## config.mk

```make
export PLATFORM = sky130hd
export DESIGN_NAME = trace_buffer
export DESIGN_NICKNAME = d
export VERILOG_FILES = /design/src/rtl/trace_buffer.sv
export SDC_FILE = /design/constraint.sdc
export NUM_CORES = 2
export LEC_CHECK = 0
export CORE_ASPECT_RATIO = 0.75
export CORE_MARGIN = 3
export CORE_UTILIZATION = 52
export CTS_CLUSTER_SIZE = 16
export DETAILED_ROUTE_END_ITERATION = 10
export PLACE_DENSITY = 0.65
export SYNTH_ARGS = -nofsm -noshare
export SYNTH_HDL_FRONTEND = slang
export SYNTH_SLANG_ARGS = --single-unit
```

## constraint.sdc

```tcl
create_clock -name clk -period 36.3 [get_ports clk]
set_clock_uncertainty 0.05 [all_clocks]
set_input_delay 10.89 -clock clk [delete_from_list [all_inputs] [get_ports clk]]
set_output_delay 10.89 -clock clk [all_outputs]
set_load 0.1 [all_outputs]
```

## src/rtl/trace_buffer.sv

```systemverilog
// trace_buffer
//   Retire-trace capture unit. Records retired instructions and their
//   register writeback into a circular buffer. Each entry is tagged with a
//   sequence number and a cycle stamp.
//
//   Modes:
//     stream (mode=0) : lossy FIFO that drains continuously. When the buffer
//                       is full, a new entry is dropped and the sticky
//                       overflow flag is set.
//     window (mode=1) : post-mortem ring. Entries are overwritten until a
//                       trigger arrives. POST_TRIG more retirements are then
//                       recorded, and the ring freezes (DUMP) until it has
//                       been drained.
//
//   Ports:
//     clk, reset               clock, asynchronous active-high reset
//     in_valid, in_pc, in_inst,
//     in_rd_we, in_rd,
//     in_rd_wdata              retire-stage capture inputs
//     mode, trigger            0=stream / 1=window, window trigger pulse
//     out_valid, out_ready,
//     out_*                    first-word-fall-through drain of the head entry
//     count                    current occupancy
//     overflow                 sticky: a stream-mode entry was dropped
//     frozen                   window mode is in DUMP
//
//   Optional feature: define TRACE_DISPLAY_EN to print every popped entry
//   during simulation. Logic and ports are the same with or without it.
module trace_buffer #(
  parameter int XLEN      = 32,
  parameter int DEPTH     = 16,
  parameter int CNT_W     = 32,
  parameter int POST_TRIG = 4
) (
  input  logic                       clk,
  input  logic                       reset,
  input  logic                       in_valid,
  input  logic [XLEN-1:0]            in_pc,
  input  logic [31:0]                in_inst,
  input  logic                       in_rd_we,
  input  logic [4:0]                 in_rd,
  input  logic [XLEN-1:0]            in_rd_wdata,
  input  logic                       mode,
  input  logic                       trigger,
  output logic                       out_valid,
  input  logic                       out_ready,
  output logic [XLEN-1:0]            out_pc,
  output logic [31:0]                out_inst,
  output logic                       out_rd_we,
  output logic [4:0]                 out_rd,
  output logic [XLEN-1:0]            out_rd_wdata,
  output logic [CNT_W-1:0]           out_seq,
  output logic [CNT_W-1:0]           out_cycle,
  output logic [$clog2(DEPTH):0]     count,
  output logic                       overflow,
  output logic                       frozen
);

  localparam int AW = $clog2(DEPTH);
  localparam int CW = AW + 1;
  localparam logic [CW-1:0] FULL_CNT  = CW'(DEPTH);
  localparam logic [AW-1:0] POST_INIT = AW'(POST_TRIG);

  typedef enum logic [1:0] {ST_CAPTURE, ST_POST, ST_DUMP} state_t;

  state_t            state, state_next;
  logic [AW-1:0]     head, tail;
  logic [AW-1:0]     post_cnt, post_next;
  logic [CNT_W-1:0]  seq_ctr, cycle_ctr;
  logic              mode_q;

  logic              mode_change, drain_ok, full, pop;
  logic              push, overwrite, seq_inc, set_ovf;

  logic [XLEN-1:0]   pc_mem    [DEPTH];
  logic [31:0]       inst_mem  [DEPTH];
  logic              we_mem    [DEPTH];
  logic [4:0]        rd_mem    [DEPTH];
  logic [XLEN-1:0]   wdata_mem [DEPTH];
  logic [CNT_W-1:0]  seq_mem   [DEPTH];
  logic [CNT_W-1:0]  cycle_mem [DEPTH];

  // A mode switch flushes the buffer. The drain is blocked in that same
  // cycle so that no entry is handed out and then discarded by the flush.
  assign mode_change = (mode != mode_q);
  assign full        = (count == FULL_CNT);
  assign drain_ok    = !mode || (state == ST_DUMP);
  assign out_valid   = (count != '0) && drain_ok && !mode_change;
  assign pop         = out_valid && out_ready;
  assign frozen      = (state == ST_DUMP);

  // The head entry falls through combinationally and is zeroed when not valid.
  assign out_pc       = out_valid ? pc_mem[head]    : '0;
  assign out_inst     = out_valid ? inst_mem[head]  : '0;
  assign out_rd_we    = out_valid ? we_mem[head]    : 1'b0;
  assign out_rd       = out_valid ? rd_mem[head]    : '0;
  assign out_rd_wdata = out_valid ? wdata_mem[head] : '0;
  assign out_seq      = out_valid ? seq_mem[head]   : '0;
  assign out_cycle    = out_valid ? cycle_mem[head] : '0;

  // Capture decisions and window-mode sequencing.
  // Window captures overwrite the oldest entry when the ring is full.
  // Stream captures drop the entry when the FIFO is full, unless a pop
  // makes room in the same cycle.
  always_comb begin
    state_next = state;
    post_next  = post_cnt;
    push       = 1'b0;
    overwrite  = 1'b0;
    seq_inc    = 1'b0;
    set_ovf    = 1'b0;
    if (mode_change) begin
      state_next = ST_CAPTURE;
    end else if (!mode) begin
      if (in_valid) begin
        seq_inc = 1'b1;
        if (!full || pop) push    = 1'b1;
        else              set_ovf = 1'b1;
      end
    end else begin
      case (state)
        ST_CAPTURE: begin
          if (in_valid) begin
            push      = 1'b1;
            seq_inc   = 1'b1;
            overwrite = full;
          end
          if (trigger) begin
            post_next  = POST_INIT;
            state_next = (POST_TRIG == 0) ? ST_DUMP : ST_POST;
          end
        end
        ST_POST: begin
          if (in_valid) begin
            push      = 1'b1;
            seq_inc   = 1'b1;
            overwrite = full;
            post_next = post_cnt - AW'(1);
            if (post_cnt == AW'(1)) state_next = ST_DUMP;
          end
        end
        ST_DUMP: begin
          // Leave once the last entry is popped. Also leave if the ring is
          // already empty, which can happen when a trigger arrives on an
          // empty ring with POST_TRIG=0.
          if ((pop && count == CW'(1)) || count == '0) state_next = ST_CAPTURE;
        end
        default: state_next = ST_CAPTURE;
      endcase
    end
  end

  // State, pointers, occupancy and counters.
  always_ff @(posedge clk or posedge reset) begin
    if (reset) begin
      state     <= ST_CAPTURE;
      post_cnt  <= '0;
      head      <= '0;
      tail      <= '0;
      count     <= '0;
      seq_ctr   <= '0;
      cycle_ctr <= '0;
      mode_q    <= 1'b0;
      overflow  <= 1'b0;
    end else begin
      state     <= state_next;
      post_cnt  <= post_next;
      mode_q    <= mode;
      cycle_ctr <= cycle_ctr + CNT_W'(1);
      if (seq_inc) seq_ctr  <= seq_ctr + CNT_W'(1);
      if (set_ovf) overflow <= 1'b1;
      if (mode_change) begin
        head  <= '0;
        tail  <= '0;
        count <= '0;
      end else begin
        if (push)              tail <= tail + AW'(1);
        if (pop || overwrite)  head <= head + AW'(1);
        if (push && !overwrite && !pop)  count <= count + CW'(1);
        else if (pop && !push)           count <= count - CW'(1);
      end
    end
  end

  // Entry storage. It has no reset because the contents are don't-care
  // until they are written.
  always_ff @(posedge clk) begin
    if (push) begin
      pc_mem[tail]    <= in_pc;
      inst_mem[tail]  <= in_inst;
      we_mem[tail]    <= in_rd_we;
      rd_mem[tail]    <= in_rd;
      wdata_mem[tail] <= in_rd_wdata;
      seq_mem[tail]   <= seq_ctr;
      cycle_mem[tail] <= cycle_ctr;
    end
  end

`ifdef TRACE_DISPLAY_EN
  // Print a banner on the edge that enters DUMP, followed by one line per
  // popped entry.
  always @(posedge clk) begin
    if (!reset) begin
      if (mode && !mode_change && state != ST_DUMP && state_next == ST_DUMP)
        $display("--- trigger dump ---");
      if (pop) begin
        if (out_rd_we && out_rd != 5'd0)
          $display("%0d %0d 0x%08x (0x%08x) x%0d <= 0x%08x",
                   out_seq, out_cycle, out_pc, out_inst, out_rd, out_rd_wdata);
        else
          $display("%0d %0d 0x%08x (0x%08x)", out_seq, out_cycle, out_pc, out_inst);
      end
    end
  end
`endif

endmodule
```

# Yosys cells after proc, flatten, opt, wreduce, memory -nomap -nowiden
# Memory sizes are Yosys's and may differ from the RTL's.
# Index checks and enable logic that the tools add are counted.
word_totals:
  ff_bits: 85
  ram_bits: 2656
  input_bits: 108
  out_inout_bits: 174
  wordCells: 106
  n_memories: 7
classes:
  add_sub_neg: 7
  eq_ne: 12
  muxes: 42
  n_bitwise: 1
  reduce_logical: 28
memory_table:
  columns: ["memory", "words", "word_bits", "rd", "rd_ports_with_merged_regs", "write_ports", "line_no", "text"]
  rows:
  - ["cycle_mem", 16, 32, 1, 0, 1, "81", "logic [CNT_W-1:0] cycle_mem [DEPTH];"]
  - ["inst_mem", 16, 32, 1, 0, 1, "76", "logic [31:0] inst_mem [DEPTH];"]
  - ["pc_mem", 16, 32, 1, 0, 1, "75", "logic [XLEN-1:0] pc_mem [DEPTH];"]
  - ["seq_mem", 16, 32, 1, 0, 1, "80", "logic [CNT_W-1:0] seq_mem [DEPTH];"]
  - ["wdata_mem", 16, 32, 1, 0, 1, "79", "logic [XLEN-1:0] wdata_mem [DEPTH];"]
  - ["rd_mem", 16, 5, 1, 0, 1, "78", "logic [4:0] rd_mem [DEPTH];"]
  - ["1 more memories", null, null, null, null, null, null, null]
ops:
  columns: ["op", "n"]
  rows:
  - ["$mux 32", 5]
  - ["$add 32x1->32 const B", 2]
  - ["$mux 4", 6]
  - ["$mux 5", 4]
  - ["$mux 1", 19]
  - ["$mux 2", 6]
  - ["$reduce_and 5->1", 2]
  - ["$ne 3x3->1 const B", 3]
  - ["$add 4x1->4 const B", 2]
  - ["$pmux 4 s2", 1]
  - ["$reduce_bool 2->1", 4]
  - ["$logic_and 1x1->1", 7]
  - ["$logic_not 1->1", 6]
  - ["$pmux 2 s3", 1]
  - ["$add 5x1->5 const B", 1]
  - ["$eq 5x1->1 const B", 1]
  - ["$eq 5x5->1 const B", 1]
  - ["$logic_not 5->1", 1]
  - ["$reduce_bool 5->1", 1]
  - ["$sub 5x1->5 const B", 1]
  - ["$eq 4x1->1 const B", 1]
  - ["$logic_or 1x1->1", 4]
  - ["$ne 2x2->1 const B", 2]
  - ["$sub 4x1->4 const B", 1]
  - ["8 further kinds", 8]

# Depth between registers and ports, before layout
logic_depth:
  ltp_word: 15
  depth_mapped: 8
  mapped_depth_nobuf: 7

# Worst setup path before layout
# Ideal clock, no wire load.
synth_path:
  path_type: "in2reg"
  start: "input port mode"
  end: "memory cycle_mem[0][0], enable pin"
  setup_ns: 1.101
  arrival_ns: 27.442
  t_required_ns: 35.149
  setup_slack_ns: 7.707
  path_stages: 5
  path_buffers: 0
  path_cell_list: "inv_2 > ha_1 > nor2b_1 > o211ai_1 > nor4_1"
synth_between:
  elab_chain_cells: 12
  elab_cells_between_ends: 14
  classes_between: "eq/ne: 1; mux: 6; reduce/logical: 7"
synth_lines:
  columns: ["item", "line_no", "text"]
  rows:
  - ["start, declared", "43", "input logic mode,"]
  - ["$logic_not 1->1", null, null]
  - ["$logic_or 1x1->1", "87", "assign drain_ok = !mode || (state == ST_DUMP);"]
  - ["$logic_and 1x1->1 (2 in a row)", "88", "assign out_valid = (count != '0) && drain_ok && !mode_change;"]
  - ["$logic_and 1x1->1", "89", "assign pop = out_valid && out_ready;"]
  - ["$logic_or 1x1->1", "117", "if (!full || pop) push = 1'b1;"]
  - ["$mux 1", "117", null]
  - ["$mux 1", "115", "if (in_valid) begin"]
  - ["$mux 1", "114", "end else if (!mode) begin"]
  - ["$mux 1 *", "112", "if (mode_change) begin"]
  - ["$mux 1 *", "188", "if (push) begin"]
  - ["$mux 1 (implied by the code) *", "195", "cycle_mem[tail] <= cycle_ctr;"]
  - ["end, declared", "81", null]
# Every way passes the cells marked *; elsewhere a longest branch is shown, timed or not.

# Worst setup path in the final report
layout_path:
  start: "input port mode"
  end: "output port out_inst[20]"
layout_between:
  elab_chain_cells: 5
  elab_cells_between_ends: 7
  classes_between: "eq/ne: 1; mux: 1; reduce/logical: 5"
layout_lines:
  columns: ["item", "line_no", "text"]
  rows:
  - ["$logic_not 1->1", null, null]
  - ["$logic_or 1x1->1", "87", null]
  - ["$logic_and 1x1->1", "88", null]
  - ["$logic_and 1x1->1 *", "88", null]
  - ["$mux 32 *", "94", "assign out_inst = out_valid ? inst_mem[head] : '0;"]
  - ["end, declared", "48", "output logic [31:0] out_inst,"]
# Marks and branches as above.

==> results by group <==
Floorplanning
  – Starting Density: 52.40%
  – Top-level port count: 282
  – Total die area: 207,100 um^2
  – Die X: between 500 and 600 um
  – Die Y-Extent: a little under 400 um
  – Rows: 142
  – Core area: about 200,000 um^2

Route
  – Average wire per standard cell: between 30 and 40 um
  – First DRT Iteration DRCs: 5,254
  – Metal-1 WL: 99.06 mm
  – Met2 routed wirelength: 109.7 mm
  – # DRC: 0
  – Pre-antenna DRT Iters: 5
  – Drt via density: 6.157
  – Total number of vias: 46,610
  – Top layer in use: met5
  – Met3 routed WL: 16.75 mm
  – Antenna-violating nets left: 0
  – Drt total wl: ~230 mm

STA
  – Slew margin rel.: 21.70%
  – Setup TNS: 0 ns
  – FMAX: roughly 0.038 GHz
  – RSZ-0062 raised after global routing: false
  – Final setup viols: 0
  – Final period utilization: 72.39%
  – Fin crit period: 26.28 ns
  – Final hold vios: 0
  – Final Max Tran Viols: 0
  – Worst slew pin tran: 1.172 ns

Clock network
  – CTS sink cnt: 2,741
  – Root cell of the clock tree: clkbuf_16
  – Clk_lat worst skew: about 0.90 ns
  – CTS tree: built
  – Clock buffer depth: 4
  – Total CTS buffers: 277
  – Clock transition at path regs: roughly 0.060 ns
  – H-tree Lvls: 5
  – Post-CTS setup buffers: 0
  – CTS Hold Bufs: 0
  – # resized after CTS: 0

Yosys
  – Seq/Total Area, Yosys: between 70% and 80%
  – Syn avg cell area: 24.56 um^2
  – Synth Warn #: 0
  – #FFs+latches synth: 2,741
  – Syn Inst Count: 4,269
  – Distinct cell type count after synthesis: 50
  – Syn nets: roughly 4,400
  – Mapped Area: between 100,000 and 150,000 um^2

Worst setup path
  – Crit path arrival time: 15.34 ns
  – Critical-path cell list: clkdlybuf4s50_1 > inv_2 > ha_1 > nor2b_4 > buf_4 > buf_4 > and2_1 > clkdlybuf4s50_1
  – Crit end category: output port
  – Worst Path Buf+Inv: 5
  – Worst path slowest cell: clkdlybuf4s50_1
  – Reg2Reg Depth: 9
  – CP max stage delay: 1.13 ns
  – CP Class: in2out
  – WP data required: 25.36 ns
  – Cell family contributing the most delay on the critical path: buffers and inverters
  – Critical path startpoint category: primary input
  – Worst-path fanout max: 98
  – Critical path depth: 8

Global route
  – GRT Resource Usage Total: 22.54%
  – Grt total ovfl: 0
  – Pin count of the biggest net entering global routing: 161
  – Vias in the first global route: 47,770
  – Initial antenna violation count: 19
  – First-pass GRT wire length: 339.1 mm

Run status
  – Status: finished clean

Placement
  – Port Buffer Count: 281
  – Global placer's final weighted congestion: just over 0.7
  – HPWL Detailed: 113.7 mm
  – Placed instance count: 7,090
  – Placed inst area: 110,700 um^2

Finish
  – Layout cell share with drive strength beyond 1: 26.86%
  – Commonest non-fill, non-tap cell in the layout: edfxtp_1
  – Design area: between 100,000 and 150,000 um^2
  – Leading cell types in the layout, fill and taps excluded: 2,656 x edfxtp_1, 830 x mux4_2, 284 x clkbuf_16
  – Cell Count, Final, Fillers Out: 7,570
  – Fin nets: 4,827
  – Synth-to-Final Area Change: 13.96%

Flow run
  – Max cap viols: 0

Worst hold path
  – Hold WC Path Type: reg2reg
  – Hold Path Stages: 1

Power and ir drop
  – Power per cell area: about 59 nW/um^2
  – Max rail drop VDD: 50.26 uV
  – Tot Pwr: 7.097 mW
  – P_leak: 35.86 nW
flip-flops by register name (all words and copies together) (netlist names):
signal,cells
count,5
cycle_ctr,32
cycle_mem,512
head,4
inst_mem,512
mode_q,1
overflow,1
pc_mem,512
post_cnt,4
rd_mem,80
seq_ctr,32
seq_mem,512
state,2
tail,4
wdata_mem,512
we_mem,16
where the power goes:
group / internal [mW] / switching [mW] / leakage (nW) / total, mW
clock: 1.63 / 1.13 / 4.25 / 2.76
combinational: 0.288 / 0.495 / 6.95 / 0.783
sequential: 3.52 / 0.0370 / 24.7 / 3.55
total: 5.43 / 1.66 / 35.9 / 7.10
final cells by class:
| cell class | instances | area [um^2] |
|---|---|---|
| sequential | 2741 | 81900 |
| fill | 14000 | 80590 |
| multi-input combinational | 1292 | 21790 |
| clock buffer | 354 | 7480 |
| timing repair buffer | 368 | 3628 |
| tap | 2664 | 3333 |
| clock inverter | 120 | 1229 |
| inverter | 25 | 96.34 |
| antenna | 6 | 15.01 |
layer usage:
metal  up-vias  global-route usage (%)
met5         -                       0
met4         6                   5.506
met3       371                   4.153
met2      1791                   34.44
met1     25310                   34.30
li1      19130                       -
stage by stage:
step                      utilization [%]  worst slack, ns  hold slack [ns]
final                               59.72            10.02           0.4559
after global placement              55.36            10.10           0.4460
after global routing                59.71            9.593           0.5107
after CTS                           59.71            9.900           0.4629
after floorplan                         -            7.707           0.4622
after detailed placement            55.36            9.899           0.4363
cell families after synthesis:
family / Yosys count / share of synthesized area, %
adder cells (fa/ha/maj): 14 / 0.1671
flip-flops: 2741 / 78.11
buffers and inverters: 236 / 1.188
multiplexers: 841 / 17.94
XOR/XNOR: 65 / 0.5431
AO/OA/AOI/OAI: 27 / 0.1731
AND/OR/NAND/NOR: 345 / 1.876
final timing paths:
path,to,start,slack [ns]
setup / recovery,out_inst[20],mode,10.02
min in group asynchronous,seq_ctr[18]$_DFFE_PP0P_,reset,10.41
hold / removal,overflow$_DFFE_PP0P_,overflow$_DFFE_PP0P_,0.46
max in group asynchronous,head[0]$_DFFE_PP0P_,reset,24.37
hold reg to reg,overflow$_DFFE_PP0P_,overflow$_DFFE_PP0P_,0.46
setup reg to reg,pc_mem[5][27]$_DFFE_PP_,mode_q$_DFF_PP0_,30.58
cell usage after synthesis, drive strengths merged:
| library cell | number | share of area [%] |
|---|---|---|
| edfxtp | 2656 | 76 |
| mux4 | 830 | 18 |
| and2 | 175 | 1.0 |
| clkbuf | 119 | 0.43 |
| buf | 92 | 0.67 |
| dfrtp | 85 | 2.0 |
| xnor2 | 42 | 0.35 |
| nor2 | 41 | 0.15 |
| nand2 | 35 | 0.13 |
| inv | 24 | 0.086 |
| nand3 | 23 | 0.11 |
| xor2 | 23 | 0.19 |
| ha | 14 | 0.17 |
| nand4 | 13 | 0.078 |
| and3 | 11 | 0.066 |
| nor3 | 11 | 0.053 |
| a21oi | 7 | 0.033 |
| nor4 | 7 | 0.042 |
| mux2 | 6 | 0.064 |
| nor2b | 6 | 0.036 |
| o21ai | 6 | 0.029 |
| mux2i | 5 | 0.048 |
| nand2b | 5 | 0.030 |
| and4 | 4 | 0.033 |
| nor3b | 4 | 0.029 |
| or3 | 4 | 0.024 |
| a22oi | 3 | 0.021 |
| o311ai | 2 | 0.017 |
| a211oi | 1 | 0.0072 |
| a21o | 1 | 0.0072 |
| a22o | 1 | 0.0084 |
| a31o | 1 | 0.0084 |
| a32oi | 1 | 0.0084 |
| and3b | 1 | 0.0084 |
| and4bb | 1 | 0.012 |
| clkinv | 1 | 0.0036 |
| nand4bb | 1 | 0.011 |
| nor4b | 1 | 0.014 |
| nor4bb | 1 | 0.0095 |
| o211ai | 1 | 0.0072 |
| o2bb2ai | 1 | 0.0084 |
| o31a | 1 | 0.0084 |
| o32a | 1 | 0.0095 |
| or2 | 1 | 0.0060 |
Note: power is estimated with default switching activity, not from simulation.
